## config.mk

```make
export PLATFORM = sky130hd
export DESIGN_NAME = rr_bus_mux
export DESIGN_NICKNAME = d
export VERILOG_FILES = /design/src/rtl/rr_mux_pkg.sv /design/src/rtl/rr_bus_mux_arbiter.sv /design/src/rtl/rr_bus_mux.sv
export SDC_FILE = /design/constraint.sdc
export NUM_CORES = 1
export LEC_CHECK = 0
export ABC_AREA = 1
export CAP_MARGIN = 20
export CORE_MARGIN = 2
export CORE_UTILIZATION = 42
export DETAILED_ROUTE_END_ITERATION = 10
export HOLD_SLACK_MARGIN = 0.12
export PLACE_DENSITY = 0.84
export RECOVER_POWER = 50
export SLEW_MARGIN = 5
export SYNTH_ARGS = -nofsm -noshare
export SYNTH_HDL_FRONTEND = slang
export SYNTH_SLANG_ARGS = --single-unit
```

## constraint.sdc

```tcl
create_clock -name clk -period 4.9 [get_ports clk]
set_input_delay 1.225 -clock clk [delete_from_list [all_inputs] [get_ports clk]]
set_output_delay 1.225 -clock clk [all_outputs]
set_load 0.01 [all_outputs]
```

## src/rtl/rr_mux_pkg.sv

```systemverilog
// Shared types and helpers for the round-robin bus multiplexer.
package rr_mux_pkg;

  localparam int DEF_WIDTH = 16;

  typedef enum logic {
    ST_ARB  = 1'b0,
    ST_LOCK = 1'b1
  } state_t;

  // Index width for n items; never returns less than 1 so a 2-entry mux still gets a bit.
  function automatic int clog2(input int n);
    int r;
    r = 1;
    while ((1 << r) < n) r++;
    return r;
  endfunction

endpackage

```

## src/rtl/rr_bus_mux_arbiter.sv

```systemverilog
// Combinational round-robin search: first requester strictly after ptr, wrapping N_CH-1 -> 0.
module rr_arbiter #(
  parameter int N_CH  = 8,
  parameter int SEL_W = 3
) (
  input  logic [N_CH-1:0]  req,
  input  logic [SEL_W-1:0] ptr,
  output logic [N_CH-1:0]  gnt_onehot,
  output logic [SEL_W-1:0] gnt_idx,
  output logic             gnt_any
);

  int c;

  // Starting at k=1 puts the last winner at the lowest priority; k=N_CH revisits it.
  always_comb begin
    gnt_onehot = '0;
    gnt_idx    = '0;
    gnt_any    = 1'b0;
    c          = 0;
    for (int k = 1; k <= N_CH; k++) begin
      c = int'(ptr) + k;
      if (c >= N_CH) c = c - N_CH;
      if (!gnt_any && req[SEL_W'(c)]) begin
        gnt_any                 = 1'b1;
        gnt_idx                 = SEL_W'(c);
        gnt_onehot[SEL_W'(c)]   = 1'b1;
      end
    end
  end

endmodule

```

## src/rtl/rr_bus_mux.sv

```systemverilog
// N-channel registered bus mux with round-robin arbitration and valid/ready handshake.
// Define RR_LOCK_EN to hold the grant on one channel until its in_last beat (burst lock).
module rr_bus_mux
  import rr_mux_pkg::*;
#(
  parameter int N_CH  = 8,
  parameter int WIDTH = DEF_WIDTH,
  parameter int SEL_W = clog2(N_CH)
) (
  input  logic                  clk,
  input  logic                  reset,
  input  logic                  enable,
  input  logic [N_CH-1:0]       in_valid,
  input  logic [N_CH*WIDTH-1:0] in_data,
  input  logic [N_CH-1:0]       in_last,
  output logic [N_CH-1:0]       in_ready,
  output logic                  out_valid,
  output logic [WIDTH-1:0]      out_data,
  output logic [SEL_W-1:0]      out_sel,
  input  logic                  out_ready
);

`ifdef RR_LOCK_EN
  localparam bit LOCK_EN = 1'b1;
`else
  localparam bit LOCK_EN = 1'b0;
`endif

  state_t           state;
  logic [SEL_W-1:0] rr_ptr;
  logic [SEL_W-1:0] lock_ch;
  logic [N_CH-1:0]  lock_mask;
  logic [N_CH-1:0]  req;
  logic [N_CH-1:0]  gnt_onehot;
  logic [SEL_W-1:0] gnt_idx;
  logic             gnt_any;
  logic             load;

  // Request masking: in LOCK only the stored channel may compete.
  always_comb begin
    lock_mask          = '0;
    lock_mask[lock_ch] = 1'b1;
    req                = (state == ST_LOCK) ? (in_valid & lock_mask) : in_valid;
  end

  rr_arbiter #(
    .N_CH  (N_CH),
    .SEL_W (SEL_W)
  ) u_arb (
    .req        (req),
    .ptr        (rr_ptr),
    .gnt_onehot (gnt_onehot),
    .gnt_idx    (gnt_idx),
    .gnt_any    (gnt_any)
  );

  assign load     = !reset && enable && gnt_any && (!out_valid || out_ready);
  assign in_ready = load ? gnt_onehot : '0;

  // Output register stage: a load and a pop on the same edge swap beats without a bubble.
  always_ff @(posedge clk) begin
    if (reset) begin
      out_valid <= 1'b0;
      out_data  <= '0;
      out_sel   <= '0;
      rr_ptr    <= SEL_W'(N_CH - 1);
      state     <= ST_ARB;
      lock_ch   <= '0;
    end else if (load) begin
      out_valid <= 1'b1;
      out_data  <= in_data[int'(gnt_idx)*WIDTH +: WIDTH];
      out_sel   <= gnt_idx;
      rr_ptr    <= gnt_idx;
      lock_ch   <= gnt_idx;
      state     <= (LOCK_EN && !in_last[gnt_idx]) ? ST_LOCK : ST_ARB;
    end else if (out_valid && out_ready) begin
      out_valid <= 1'b0;
    end
  end

endmodule

```

# After elaboration in Yosys (flattened, before gate mapping)
# Cells that the tools add are included.
# W data, S select, Z words.
[classes]
n_lt_le_gt_ge = 24
shift = 1
n_mux = 75
reduce_logical = 30
n_addsub = 16
n_bitwise = 7
[op_table]
columns = ["operator", "n"]
rows = [
  ["$shiftx A128 B8 Y16", 1],
  ["$mux W8", 9],
  ["$or A8 B8 Y8", 7],
  ["$mux W3", 16],
  ["$lt A3 B5 Y1 const B", 8],
  ["$mux W1", 34],
  ["$ge A4 B4 Y1 const B", 7],
  ["$bmux W1 S3", 8],
  ["$demux W1 S3", 8],
  ["$ge A3 B1 Y1 const B", 8],
  ["$sub A3 B1 Y3 const B", 8],
  ["$logic_and A1 B1 Y1", 19],
  ["$add A3 B3 Y4 const B", 4],
  ["$logic_not A1 Y1", 9],
  ["$add A3 B2 Y4 const B", 2],
  ["$add A3 B4 Y5 const B", 1],
  ["$ge A5 B4 Y1 const B", 1],
  ["$add A3 B1 Y4 const B", 1],
  ["$reduce_bool A2 Y1", 1],
  ["$logic_or A1 B1 Y1", 1],
]
[totals]
output_inout_bits = 28
ff_bits = 23

# Longest topological paths before layout
[depth]
ltp_word = 31
mapped_depth = 29

# By module
# A second synthesis with hierarchy kept.
[hier_totals]
hier_cells = 807
hier_area_um2 = 4008.8
[by_module_without_submodules]
columns = ["module", "cells_each", "seq_area_each_um2", "area_each_um2", "n_inst"]
rows = [
  ["rr_bus_mux", 540, 460.4, 2646.3, 1],
  ["rr_arbiter", 267, 0.0, 1362.6, 1],
]

# Least setup slack after synthesis
# No wires, ideal clock.
[synth_path]
path_type = "flip-flop to output port"
startpoint = "reg rr_ptr[0]"
endpoint = "out in_ready[0]"
n_path_buf = 4
arrival_time_ps = 2977
t_required_ps = 3675
setup_slack_ps = 698
path_stages_with_launch = 21
cell_sequence = "dfxtp_1 -> buf_6 -> inv_4 -> buf_6 -> clkbuf_1 -> ha_1 -> inv_1 -> nand3_1 -> nand2_1 -> nand2_1 -> nand2_1 -> nand2_4 -> nor2_8 -> nand3_4 -> nor2_8 -> nand2_1 -> o211ai_1 -> nor2_1 -> inv_2 -> buf_2 -> nor2_1"
[synth_between]
elab_chain_len = 31
elab_cells_between_ends = 136
cone_classes = "add/sub: 16; order compare: 24; mux: 65; bitwise: 7; reduce/logical: 24"
[synth_lines]
columns = ["item", "line_no", "rtl"]
rows = [
  ["start: declaration", "rr_bus_mux.sv:30", "logic [SEL_W-1:0] rr_ptr;"],
  ["start signal: assignment", "rr_bus_mux.sv:66", "rr_ptr <= SEL_W'(N_CH - 1);"],
  ["start signal: assignment", "rr_bus_mux.sv:73", "rr_ptr <= gnt_idx;"],
  ["branches (longest 30 deep; another with $lt A3 B5 Y1)", "--", ""],
  ["$mux W8 (*)", "rr_bus_mux.sv:58", "assign in_ready = load ? gnt_onehot : '0;"],
  ["end: declaration", "rr_bus_mux.sv:16", "output logic [N_CH-1:0] in_ready,"],
]
# Every way passes the cells marked *. The select of a mux whose other input is x is not followed.

# Final worst setup path
[layout_path]
startpoint = "in in_valid[2]"
endpoint = "out in_ready[6]"
[layout_between]
elab_chain_len = 28
elab_cells_between_ends = 64
cone_classes = "mux: 41; bitwise: 7; reduce/logical: 16"
[layout_lines]
columns = ["item", "line_no", "rtl"]
rows = [
  ["start: declaration", "rr_bus_mux.sv:13", "input logic [N_CH-1:0] in_valid,"],
  ["$bmux W1 S3", "rr_bus_mux_arbiter.sv:24", "if (!gnt_any && req[SEL_W'(c)]) begin"],
  ["$mux W1 (not written as such) (2 in a row)", "rr_bus_mux_arbiter.sv:24", ""],
  ["$mux W1", "rr_bus_mux_arbiter.sv:24", ""],
  ["$logic_not A1 Y1", "rr_bus_mux_arbiter.sv:24", ""],
  ["$logic_and A1 B1 Y1", "rr_bus_mux_arbiter.sv:24", ""],
  ["$mux W1", "rr_bus_mux_arbiter.sv:24", ""],
  ["$logic_not A1 Y1", "rr_bus_mux_arbiter.sv:24", ""],
  ["$logic_and A1 B1 Y1", "rr_bus_mux_arbiter.sv:24", ""],
  ["[... 10 more ...]", "--", ""],
  ["$logic_not A1 Y1", "rr_bus_mux_arbiter.sv:24", ""],
  ["$logic_and A1 B1 Y1", "rr_bus_mux_arbiter.sv:24", ""],
  ["$mux W1", "rr_bus_mux_arbiter.sv:24", ""],
  ["$logic_not A1 Y1", "rr_bus_mux_arbiter.sv:24", ""],
  ["$logic_and A1 B1 Y1", "rr_bus_mux_arbiter.sv:24", ""],
  ["$mux W1", "rr_bus_mux_arbiter.sv:24", ""],
  ["$logic_and A1 B1 Y1 (2 in a row)", "rr_bus_mux.sv:57", "assign load = !reset && enable && gnt_any && (!out_valid || out_ready);"],
  ["$mux W8 (*)", "rr_bus_mux.sv:58", ""],
]
# Mark *: on every way between the ends. The rest lies on a longest branch, timed or not. The select of a mux whose other input is x is not followed.

==> impl_metrics.env <==
export IMPL_outcome="completed"
export IMPL_worst_hold_path_endpoint="out_data[11]"
export IMPL_number_of_flops_mapped_to_enable_cells_by_yosys=0
export IMPL_maxClockFrequency_mhz=211
export IMPL_ir_worst_vdd_mv=0.246
export IMPL_grt_start_max_net_pins=66
export IMPL_critical_path_most_common_cell="sky130_fd_sc_hd__nor2_1"
export IMPL_grt_ovfl_total=0
export IMPL_fin_setup_tns_ns=0
export IMPL_drc_errors=0
export IMPL_worst_clock_skew_ns=0.00726
export IMPL_regToRegEndpoint="out_data[3]"
export IMPL_antenna_violations_before_repair=0
export IMPL_tritoncts_num_buffers=3
export IMPL_filler_cell_count=789
export IMPL_dieHeight_um=97.5
export IMPL_cp_data_arrival_time_ns=3.51
export IMPL_postRouteWirelength_um=13500
export IMPL_first_global_vias=4639
export IMPL_worst_tran_pin_value_ns=1.12
export IMPL_global_route_peak_usage_layer="met2"
export IMPL_timing_max_slew_rel_slack=0.251
export IMPL_yosys_top_cells_count="sky130_fd_sc_hd__nand2_1 (263), sky130_fd_sc_hd__nand3_1 (148), sky130_fd_sc_hd__inv_1 (41), sky130_fd_sc_hd__dfxtp_1 (23)"
export IMPL_post_synth_top_count_cell="sky130_fd_sc_hd__nand2_1"
export IMPL_cts_root_to_sink_buffers=2
export IMPL_post_syn_nets=816
export IMPL_share_of_synthesized_area_occupied_by_flip_flops_and_latches=0.126
export IMPL_buffer_ports_inserted=167
export IMPL_netlist_top_cells_area="sky130_fd_sc_hd__nand2_1 (27%), sky130_fd_sc_hd__nand3_1 (20%), sky130_fd_sc_hd__dfxtp_1 (13%)"
export IMPL_worstSkewPairLatency_ns=0.27
export IMPL_layout_worst_path_cycle_share=0.967
export IMPL_yosys_cell_types_count=34
export IMPL_die_area_mm2=0.00950
export IMPL_final_layout_size_suffix_gt1_frac=0.131
export IMPL_gr_usage_met1=0.344
export IMPL_core_region_area_mm2=0.00859
export IMPL_clock_tree_root_cell="sky130_fd_sc_hd__clkbuf_8"
export IMPL_timing_hold_ws_ns=0.465
export IMPL_worstHoldStart="out_data[11]"
export IMPL_die_width_um=97.5
export IMPL_cts_tree="built"
export IMPL_post_cts_hold_buffer_count=0
export IMPL_grt_use_met2=0.468
export IMPL_cts_sinks=23
export IMPL_met3_usage=0.0273
export IMPL_design_final_nets=993
export IMPL_timing_final_hold_violations=0
export IMPL_detailroute_via_count=5071
export IMPL_gp_congestion=0.907
export IMPL_syn2layout_area_growth_pct=54.2
export IMPL_post_dp_hpwl_um=10500
export IMPL_synth_ff_latch_count=23
export IMPL_global_route_usage_total=0.265
export IMPL_synth_cell_area_mm2=0.00367
export IMPL_grt_pass1_wl_um=21400
export IMPL_htreeDepth=1
export IMPL_synthesis_area_per_instance_um2=5.55
export IMPL_drv_slew=0
export IMPL_wl_per_cell_um=14.3
export IMPL_first_pass_iteration_count_of_the_detailed_router=5
export IMPL_worst_setup_hold_path_clk_slew_ns=0.09
export IMPL_hold_class="reg -> reg"
export IMPL_timing_critical_path_fanout_max=9
export IMPL_design_portCount=176
export IMPL_power_density_cell_area_mw_per_mm2=333
export IMPL_antenna_violating_nets_post_route=0
export IMPL_worst_setup_path_end_kind="output port"
export IMPL_timing_reg2reg_setup_slack_ns=1.09
export IMPL_finalSetupViolations=0
export IMPL_timing_reg2reg_worst_path_depth=18
export IMPL_initial_utilization=0.427
export IMPL_timing_final_crit_period_ns=4.74
export IMPL_worstHoldPathCells=2
export IMPL_detail_route_vias_per_cell=5.37
export IMPL_critical_path_class="in -> out"
export IMPL_cp_slowest_stage_delay_ns=0.49
export IMPL_ys_warn_count=0
export IMPL_unrepaired_setup_endpoints_after_global_routing="false"
export IMPL_final_util=0.658
export IMPL_category_of_the_worst_setup_path_launch_point="input pin"
export IMPL_setup_slack_ns=0.164
export IMPL_yosys_most_used_dff="sky130_fd_sc_hd__dfxtp_1"
export IMPL_maxCapViolCount=0
export IMPL_timing_rr_start="rr_ptr[2]"
export IMPL_place_worst_setup_slack_ns=-0.223
export IMPL_worstPathCellList="clkdlybuf4s50_1 -> nand2_1 -> nand3_1 -> nand2_2 -> buf_4 -> nor2_1 -> nor2_1 -> buf_4 -> nand3_4 -> nor2_8 -> nand2_2 -> o211ai_1 -> nor2_1 -> inv_2 -> a31oi_1 -> dlygate4sd2_1"
export IMPL_leakage_nw=2.80
export IMPL_dr_first_iter_drc_count=258
export IMPL_yosys_area_top_type="sky130_fd_sc_hd__nand2_1"
export IMPL_num_antenna_cells=0
export IMPL_synth_top_cell_area_share=0.269
export IMPL_synthArstFlopShare=0
export IMPL_synthesis_instances=661
export IMPL_required_ns=3.67
export IMPL_placement_rows=34
export IMPL_crit_path_top_delay_cell="sky130_fd_sc_hd__clkdlybuf4s50_1"
how the worst max path moves through the flow:
stage	endpoint	cells past startpoint	slack [ns]	from
floorplan	in_ready[0]	20	0.70	rr_ptr[0]
global placement	in_ready[1]	16	-0.17	in_valid[0]
detailed placement	in_ready[1]	16	-0.22	in_valid[2]
CTS	in_ready[0]	16	-0.12	in_valid[2]
global route	in_ready[6]	16	0.005	in_valid[0]
finish	in_ready[6]	16	0.16	in_valid[2]
cells in the final DEF (no fill, tap or decap), types with 2 or more instances in the layout:
master	count
sky130_fd_sc_hd__nand2_1	261
sky130_fd_sc_hd__nand3_1	147
sky130_fd_sc_hd__clkdlybuf4s50_1	139
sky130_fd_sc_hd__buf_4	44
sky130_fd_sc_hd__inv_1	40
sky130_fd_sc_hd__dfxtp_1	23
sky130_fd_sc_hd__nand4_1	21
sky130_fd_sc_hd__a21oi_1	21
sky130_fd_sc_hd__dlygate4sd3_1	20
sky130_fd_sc_hd__nor2_1	19
sky130_fd_sc_hd__nand3_2	11
sky130_fd_sc_hd__nand2_2	9
sky130_fd_sc_hd__inv_2	8
sky130_fd_sc_hd__o211ai_1	8
sky130_fd_sc_hd__ha_1	7
sky130_fd_sc_hd__nand2_4	5
sky130_fd_sc_hd__a31oi_1	5
sky130_fd_sc_hd__a22oi_1	4
sky130_fd_sc_hd__nor2_2	4
sky130_fd_sc_hd__a221oi_2	4
sky130_fd_sc_hd__clkbuf_2	4
sky130_fd_sc_hd__nand3_4	3
sky130_fd_sc_hd__o21ai_0	3
sky130_fd_sc_hd__clkbuf_8	3
sky130_fd_sc_hd__dlygate4sd2_1	3
sky130_fd_sc_hd__nor2_8	2
sky130_fd_sc_hd__o21ai_1	2
sky130_fd_sc_hd__buf_12	2
flip-flops by register name, indices dropped and copies added (netlist names):
signal     count
out_data      16
lock_ch        3
rr_ptr         3
out_valid      1
metal layers:
layer,share of wire,vias up
met5,0,-
met4,0.022,0
met3,0.071,22
met2,0.49,223
met1,0.41,2294
li1,-,2532
worst max-delay path: cells and delay by family:
family	cells	cell delay, ns
compound gates	2	0.26
simple gates	9	0.86
buf+inv	5	1.16
repair_timing:
| action | 4_1_cts | 5_1_grt |
|---|---|---|
| buffers inserted | 0 | 3 |
| pin swaps | 0 | 4 |
| hold endpoints to repair | 0 | 0 |
| resized for setup | 12 | 21 |
| setup endpoints to repair | 8 | 6 |
| gates cloned | 0 | 0 |
power breakdown:
group | internal [W] | leakage [nW] | switching (W)
Clock | 0.0000569 | 0.0255 | 0.0000658
Combinational | 0.000589 | 2.59 | 0.000931
Sequential | 0.000221 | 0.188 | 0.0000195
cell families (layout without fill, tap and decap cells):
family	after synthesis	after routing	share of synthesized area
AOI/OAI and AO/OA	50	50	0.0870
xor gates and xnor gates	2	2	0.00887
adders and majority gates	7	7	0.0239
buffers and inverters	93	269	0.134
DFF	23	23	0.126
muxes	1	1	0.00273
and+or+nand+nor	485	485	0.618
cell type report:
cell class	instances	area [um2]	share of cell area
multi-input combinational	545	2780	0.492
inverter	49	186	0.0330
sequential	23	460	0.0814
clock buffer	3	41.3	0.00730
timing repair buffer	216	2050	0.362
tap	108	135	0.0239
clock inverter	1	5.00	0.000885
through the flow:
| stage | std cells | power [W] | area, um2 |
|---|---|---|---|
| 2_1_floorplan | 661 | 0.00130 | 3670 |
| 3_5_place_dp | 938 | 0.00173 | 5540 |
| 4_1_cts | 942 | 0.00185 | 5590 |
| 6_report | 945 | 0.00188 | 5660 |
| 3_3_place_gp | 938 | 0.00169 | 5540 |
| 5_1_grt | 945 | 0.00206 | 5660 |
(Power assumes the default switching activity.)
==> edit 1: new RTL, same settings <==
The option `RR_LOCK_EN` is turned on by a define.
--- a/src/rtl/rr_bus_mux.sv
+++ b/src/rtl/rr_bus_mux.sv
@@ -1,5 +1,7 @@
 // N-channel registered bus mux with round-robin arbitration and valid/ready handshake.
 // Define RR_LOCK_EN to hold the grant on one channel until its in_last beat (burst lock).
+`define RR_LOCK_EN
+
 module rr_bus_mux
   import rr_mux_pkg::*;
 #(
Formal check against the unedited RTL: not equivalent (Yosys sat finds a counterexample within 4 cycles, from zero or initial values and one cycle with reset high).
==> edit 1 against the unedited design <==
- clock skew decreased by 1.5 ps
- cell area grew 8.4%
- power is 37% higher
- first-iteration DRC count up 35%
- global-route usage up 2.3 points
- setup slack worse by 16 ps
- combinational power rose by 38%
- area after synthesis rose by 8.3%
- register-to-register slack got worse by 80 ps
- routed wire length grew 12%
- sequential cell count rose by 1
- sequential share of layout area is 0.31 points lower
==> edit 1: results (changes against the unedited design) <==
Outcome
  – Status: finished, final reports clean (unchanged)

Synth
  – Syn Area/Cell: 5.290 um^2 (was 5.550 um^2)
  – Yosys warnings: 0 (unchanged)
  – Yosys cell types: 34 (unchanged)
  – Ys flop type: dfxtp_1 (unchanged)
  – Syn_nets: 906 (was 816)
  – Part of the Yosys area used for sequential elements: 12.09% (was 12.55%)
  – Commonest cells in the netlist: nand2_1 (201), nand3_1 (164), inv_1 (142), nand4_1 (38), o211ai_1 (34) (was nand2_1 (263), nand3_1 (148), inv_1 (41), dfxtp_1 (23))
  – Top cells by area, synth: nand3_1 (21%), nand2_1 (19%), inv_1 (13%), dfxtp_1 (12%), o211ai_1 (6.4%) (was nand2_1 (27%), nand3_1 (20%), dfxtp_1 (13%), inv_1 (4.2%), nand4_1 (3.6%))
  – Ys async rst share: 0% (unchanged)

Clocking
  – Later-pin clock latency in the skew report: 270 ps (about the same)
  – Clock transition at the registers of the reported paths: 90 ps (about the same)
  – Root buffer cell: clkbuf_8 (unchanged)
  – Buffer levels on the longest clock path: 2 (unchanged)
  – H-tree depth: 1 (unchanged)
  – TritonCTS Buffers: 3 (unchanged)

STA
  – Clock skew: 5.789 ps (was 7.257 ps)
  – Slew @ Worst Pin: 816.6 ps (was 1119 ps)
  – Hold slack: 533.4 ps (was 465.0 ps)
  – Hold Fails Final Rpt: 0 (unchanged)

Global routing
  – GRT Total Usage: 28.85% (was 26.53%)
  – First-pass GRT wire length: 23760 um (was 21440 um)
  – Initial antenna violation count: 0 (unchanged)
  – Vias in the first global route: 5047 (was 4639)
  – Largest net degree at the start of global routing: 49 (was 66)

Final layout
  – Biggest regs: out_data: 16 flops, lock_ch: 3 flops, rr_ptr: 3 flops (unchanged)
  – Layout cells sized above 1: 10.31% (was 13.14%)
  – Fillers: 884 (was 789)
  – Number of diodes: 0 (unchanged)

Placement
  – Placer Congestion: 0.9679 (was 0.9071)
  – Number of I/O port buffers: 175 (was 167)
  – Dpl hpwl: 12130 um (was 10540 um)
  – DP Cell Count: 1048 (was 938)

Critical path
  – CP Capture Point: in_ready[0] (was in_ready[6])
  – Reg2Reg Setup Slack: 1010 ps (was 1090 ps)
  – Crit-path max FO: 3 (was 9)
  – Worst R2R End: out_data[6] (was out_data[3])
  – Reg2reg start: rr_ptr[0] (was rr_ptr[2])
  – Worst setup path start: in_valid[7] (was in_valid[2])
  – Worst R2R Path Depth: 23 (was 18)

Pwr
  – Lkg Pwr: 3.234 nW (was 2.802 nW)
  – Maximum vdd drop: 0.2599 mV (was 0.2456 mV)

Min path
  – Hold Crit Class: flip-flop to flip-flop (unchanged)

Route
  – TritonRoute pass-1 iters: 5 (unchanged)
  – Wirelength per Cell: 14.29 um (was 14.25 um)
  – Vias per cell: 5.298 (was 5.366)
  – Routed WL: 15030 um (was 13470 um)
  – Initial DRC count: 349 (was 258)
-- edit 1: layout make-up --
cell class,count,area share [%]
Clock buffer,3,0.6732
Sequential cell,24,7.834
Tap cell,111,2.264
Clock inverter,1,0.4896
Inverter,151,9.241
Timing Repair Buffer,231,35.31
Multi-Input combinational cell,531,44.19
-- edit 1: worst max-delay path, cell delays in order --
cell and delay (ps):
clkdlybuf4s50_1 440, nand3_1 120, nand3_1 140, nand3_1 110, nand2_1 100, nor2_4 140, buf_4 130, nand2_1 70
nor2_2 130, nand2_1 90, nor2_1 90, a31oi_1 40, o21ai_1 120, a21oi_1 60, nor2_1 100, nor3_1 50
a21oi_1 200, clkbuf_2 170
-- edit 1: kinds of logic after synthesis --
| family | share of synthesized area [%] |
|---|---|
| AOI/OAI and AO/OA | 12.16 |
| xor gates and xnor gates | 0.2205 |
| adders and majority gates | 2.205 |
| buffers and inverters | 20.28 |
| DFF | 12.09 |
| and+or+nand+nor | 53.04 |
-- edit 1: repair_timing --
action / in CTS / in global routing
endpoints found under the hold margin: 0 / 0
setup buffers: 0 / 0
setup endpoints to repair: 8 / 6
resized for setup: 16 / 9
-- edit 1: worst min-delay path by stage --
stage               from   endpoint  cells past startpoint
6_report       out_valid  out_valid                      2
5_1_grt        out_valid  out_valid                      2
4_1_cts        out_valid  out_valid                      2
3_5_place_dp   out_valid  out_valid                      2
3_3_place_gp   out_valid  out_valid                      2
2_1_floorplan  out_valid  out_valid                      2
-- edit 1: where the power goes --
group	internal (mW)	switching, mW	total, mW
clock	0.109	0.0649	0.174
combinational	0.805	1.30	2.10
sequential	0.252	0.0494	0.302
-- edit 1: stage by stage --
stage	setup slack, ps	util (%)	area, um^2
after CTS	66.37	66.82	6145
after global placement	-256.2	65.89	6060
final	148.1	66.69	6133
after global routing	-29.08	66.69	6133
after floorplan	649.5	-	3973
after detailed placement	-245.7	65.89	6060
-- edit 1: per-layer routing --
layer	GRT usage (%)	up-vias	share of wire, %
met5	0	-	0
met4	8.732	0	2.4
met3	3.658	27	6.6
met2	56.04	239	52
met1	32.36	2475	39
li1	-	2832	-
==> edit 2: new RTL, config.mk and constraints unchanged <==
Without the edit above. Reset style: asynchronous (`reset`), changed in one clocked block.
--- a/src/rtl/rr_bus_mux.sv
+++ b/src/rtl/rr_bus_mux.sv
@@ -58,7 +58,7 @@
   assign in_ready = load ? gnt_onehot : '0;
 
   // Output register stage: a load and a pop on the same edge swap beats without a bubble.
-  always_ff @(posedge clk) begin
+  always_ff @(posedge clk or posedge reset) begin
     if (reset) begin
       out_valid <= 1'b0;
       out_data  <= '0;
Formal check against the unedited RTL: differs if reset is asserted again (counterexample within 4 cycles, from zero or initial values and one cycle with reset high); with reset held inactive, the same outputs for 4 cycles.
==> edit 2 against the unedited design <==
- worst hold slack improved by 13 ps
- die area decreased by 12%
- cell area decreased by 6.3%
- count of clock-buffer cells in the layout increased by 1
- sequential cell count unchanged
- routed wire length decreased by 7.0%
- setup slack got worse by 110 ps
- area after synthesis decreased by 12%
- largest cell class unchanged
Power is not shown: default switching activity piles up to over one toggle a cycle in this logic, so the estimate is an artifact.
==> edit 2: results (changes against the unedited design) <==
Outcome
  – Status: finished, final reports clean (unchanged)

Global routing
  – GRT Total Usage: 28.33% (was 26.53%)
  – Largest net degree at the start of global routing: 37 (was 66)
  – Initial antenna violation count: 0 (unchanged)
  – First-pass GRT wire length: 19640 um (was 21440 um)
  – Vias in the first global route: 4198 (was 4639)

Placement
  – Placer Congestion: 0.9241 (was 0.9071)
  – Dpl hpwl: 9572 um (was 10540 um)
  – Number of I/O port buffers: 167 (unchanged)

Final layout
  – Biggest regs: out_data: 16 flops, out_sel: 3 flops, rr_ptr: 3 flops (was out_data: 16 flops, lock_ch: 3 flops, rr_ptr: 3 flops)
  – Layout cells sized above 1: 12.71% (was 13.14%)
  – Number of diodes: 0 (unchanged)
  – Post-layout net count: 919 (was 993)

STA
  – Slew headroom: 19.90% (was 25.14%)
  – Clock skew: 2.266 ps (was 7.257 ps)

Clocking
  – Buffer levels on the longest clock path: 2 (unchanged)
  – Root buffer cell: clkbuf_8 (unchanged)
  – TritonCTS Buffers: 3 (unchanged)
  – Later-pin clock latency in the skew report: roughly 260 ps
  – Clock transition at the registers of the reported paths: about 80 ps
  – H-tree depth: 1 (unchanged)

Route
  – Wirelength per Cell: 14.53 um (was 14.25 um)
  – TritonRoute pass-1 iters: 5 (unchanged)
  – Initial DRC count: 380 (was 258)
  – Vias per cell: 5.342 (was 5.366)

Synth
  – Syn_nets: 741 (was 816)
  – Ys async rst share: 100.0% (was 0%)
  – Part of the Yosys area used for sequential elements: 17.97% (was 12.55%)
  – Post-Syn Area: 3224 um^2 (was 3669 um^2)
  – Commonest cells in the netlist: nand2_1 (267), nand3_1 (155), inv_1 (24), dfrtp_1 (20) (was nand2_1 (263), nand3_1 (148), inv_1 (41), dfxtp_1 (23))
  – Yosys cell types: 31 (was 34)
  – Top cells by area, synth: nand2_1 (31%), nand3_1 (24%), dfrtp_1 (16%), inv_1 (2.8%), ha_1 (2.7%) (was nand2_1 (27%), nand3_1 (20%), dfxtp_1 (13%), inv_1 (4.2%), nand4_1 (3.6%))
  – Yosys warnings: 0 (unchanged)
  – Ys flop type: dfrtp_1 (was dfxtp_1)

Critical path
  – Worst R2R Path Depth: 21 (was 18)
  – Crit-path max FO: 8 (was 9)
  – CP arrival: 3620 ps (was 3510 ps)

Min path
  – Hold Crit Class: flip-flop to flip-flop (unchanged)
  – Worst Hold Path Cells: 2 (unchanged)
[edit 2: changes by cell type in the layout (fill, tap and decap cells not counted), moves of 6 or more]
cell / before / now
a21oi_1: 21 / 3
buf_4: 44 / 36
dfrtp_1: 0 / 20
dfxtp_1: 23 / 0
dlygate4sd3_1: 20 / 14
dlymetal6s2s_1: 1 / 7
inv_1: 40 / 23
nand4_1: 21 / 3
nor2_1: 19 / 12
nor2_4: 1 / 8
o211ai_1: 8 / 2
[edit 2: final cells by class]
class	count	area (um^2)
Tap cell	99	123.9
Timing Repair Buffer	205	1978
Clock buffer	4	45.04
Sequential cell	23	579.3
Multi-Input combinational cell	498	2450
Fill cell	606	2031
Inverter	33	123.9
[edit 2: repair_timing]
action	CTS	global route
pin swaps	2	10
setup endpoints to repair	8	8
cloned	2	0
resized for setup	9	33
buffers inserted	3	5
[edit 2: per-layer routing]
layer / global-route usage (%) / routed length (um) / vias up
met5: 0 / 0 / -
met4: 7.702 / 225 / 0
met3: 3.040 / 940 / 18
met2: 47.12 / 6090 / 219
met1: 38.98 / 5271 / 2093
li1: - / - / 2275
[edit 2: final timing paths]
kind	start	endpoint	slack (ps)
max reg2reg	rr_ptr[0]	out_data[3]	880
min in group asynchronous	reset	out_sel[1]	1860
min	out_sel[0]	out_sel[0]	480
max in group asynchronous	reset	out_data[0]	2330
min reg2reg	out_sel[0]	out_sel[0]	480
max	in_valid[0]	in_ready[1]	50
[edit 2: worst max-delay path: stages]
cell             delay [ps]
clkdlybuf4s50_1         420
nand2_1                 100
nand3_1                 130
nand3_2                 130
nand2_2                  90
nor2_4                  170
nand4_4                 140
nor2_4                  160
nand2_4                  80
o211ai_1                300
nor2_2                   90
inv_2                   130
buf_4                   140
nor2_1                   40
dlygate4sd2_1           280
[edit 2: stage by stage]
| stage | util (%) | area, um^2 | hold slack (ps) | instances | setup WS (ps) |
|---|---|---|---|---|---|
| finish | 72.30 | 5300 | 478.3 | 862 | 51.72 |
| global route | 72.30 | 5300 | 510.0 | 862 | -41.01 |
| CTS | 70.25 | 5150 | 489.2 | 857 | 0.3861 |
| detailed placement | 68.92 | 5052 | 469.8 | 848 | -177.7 |
| global placement | 68.92 | 5052 | 456.3 | 848 | -83.76 |
| floorplan | - | 3224 | 508.5 | 586 | 740.5 |
[edit 2: cells by family (layout without fill, tap and decap cells)]
logic type | Yosys count | in the layout | synth area share [%]
XOR/XNOR | 2 | 2 | 1.009
flip-flops | 23 | 23 | 17.97
AO/OA/AOI/OAI | 29 | 29 | 5.937
adder cells (fa/ha/maj) | 7 | 7 | 2.716
AND/OR/NAND/NOR | 458 | 460 | 62.16
buffers and inverters | 67 | 242 | 10.21
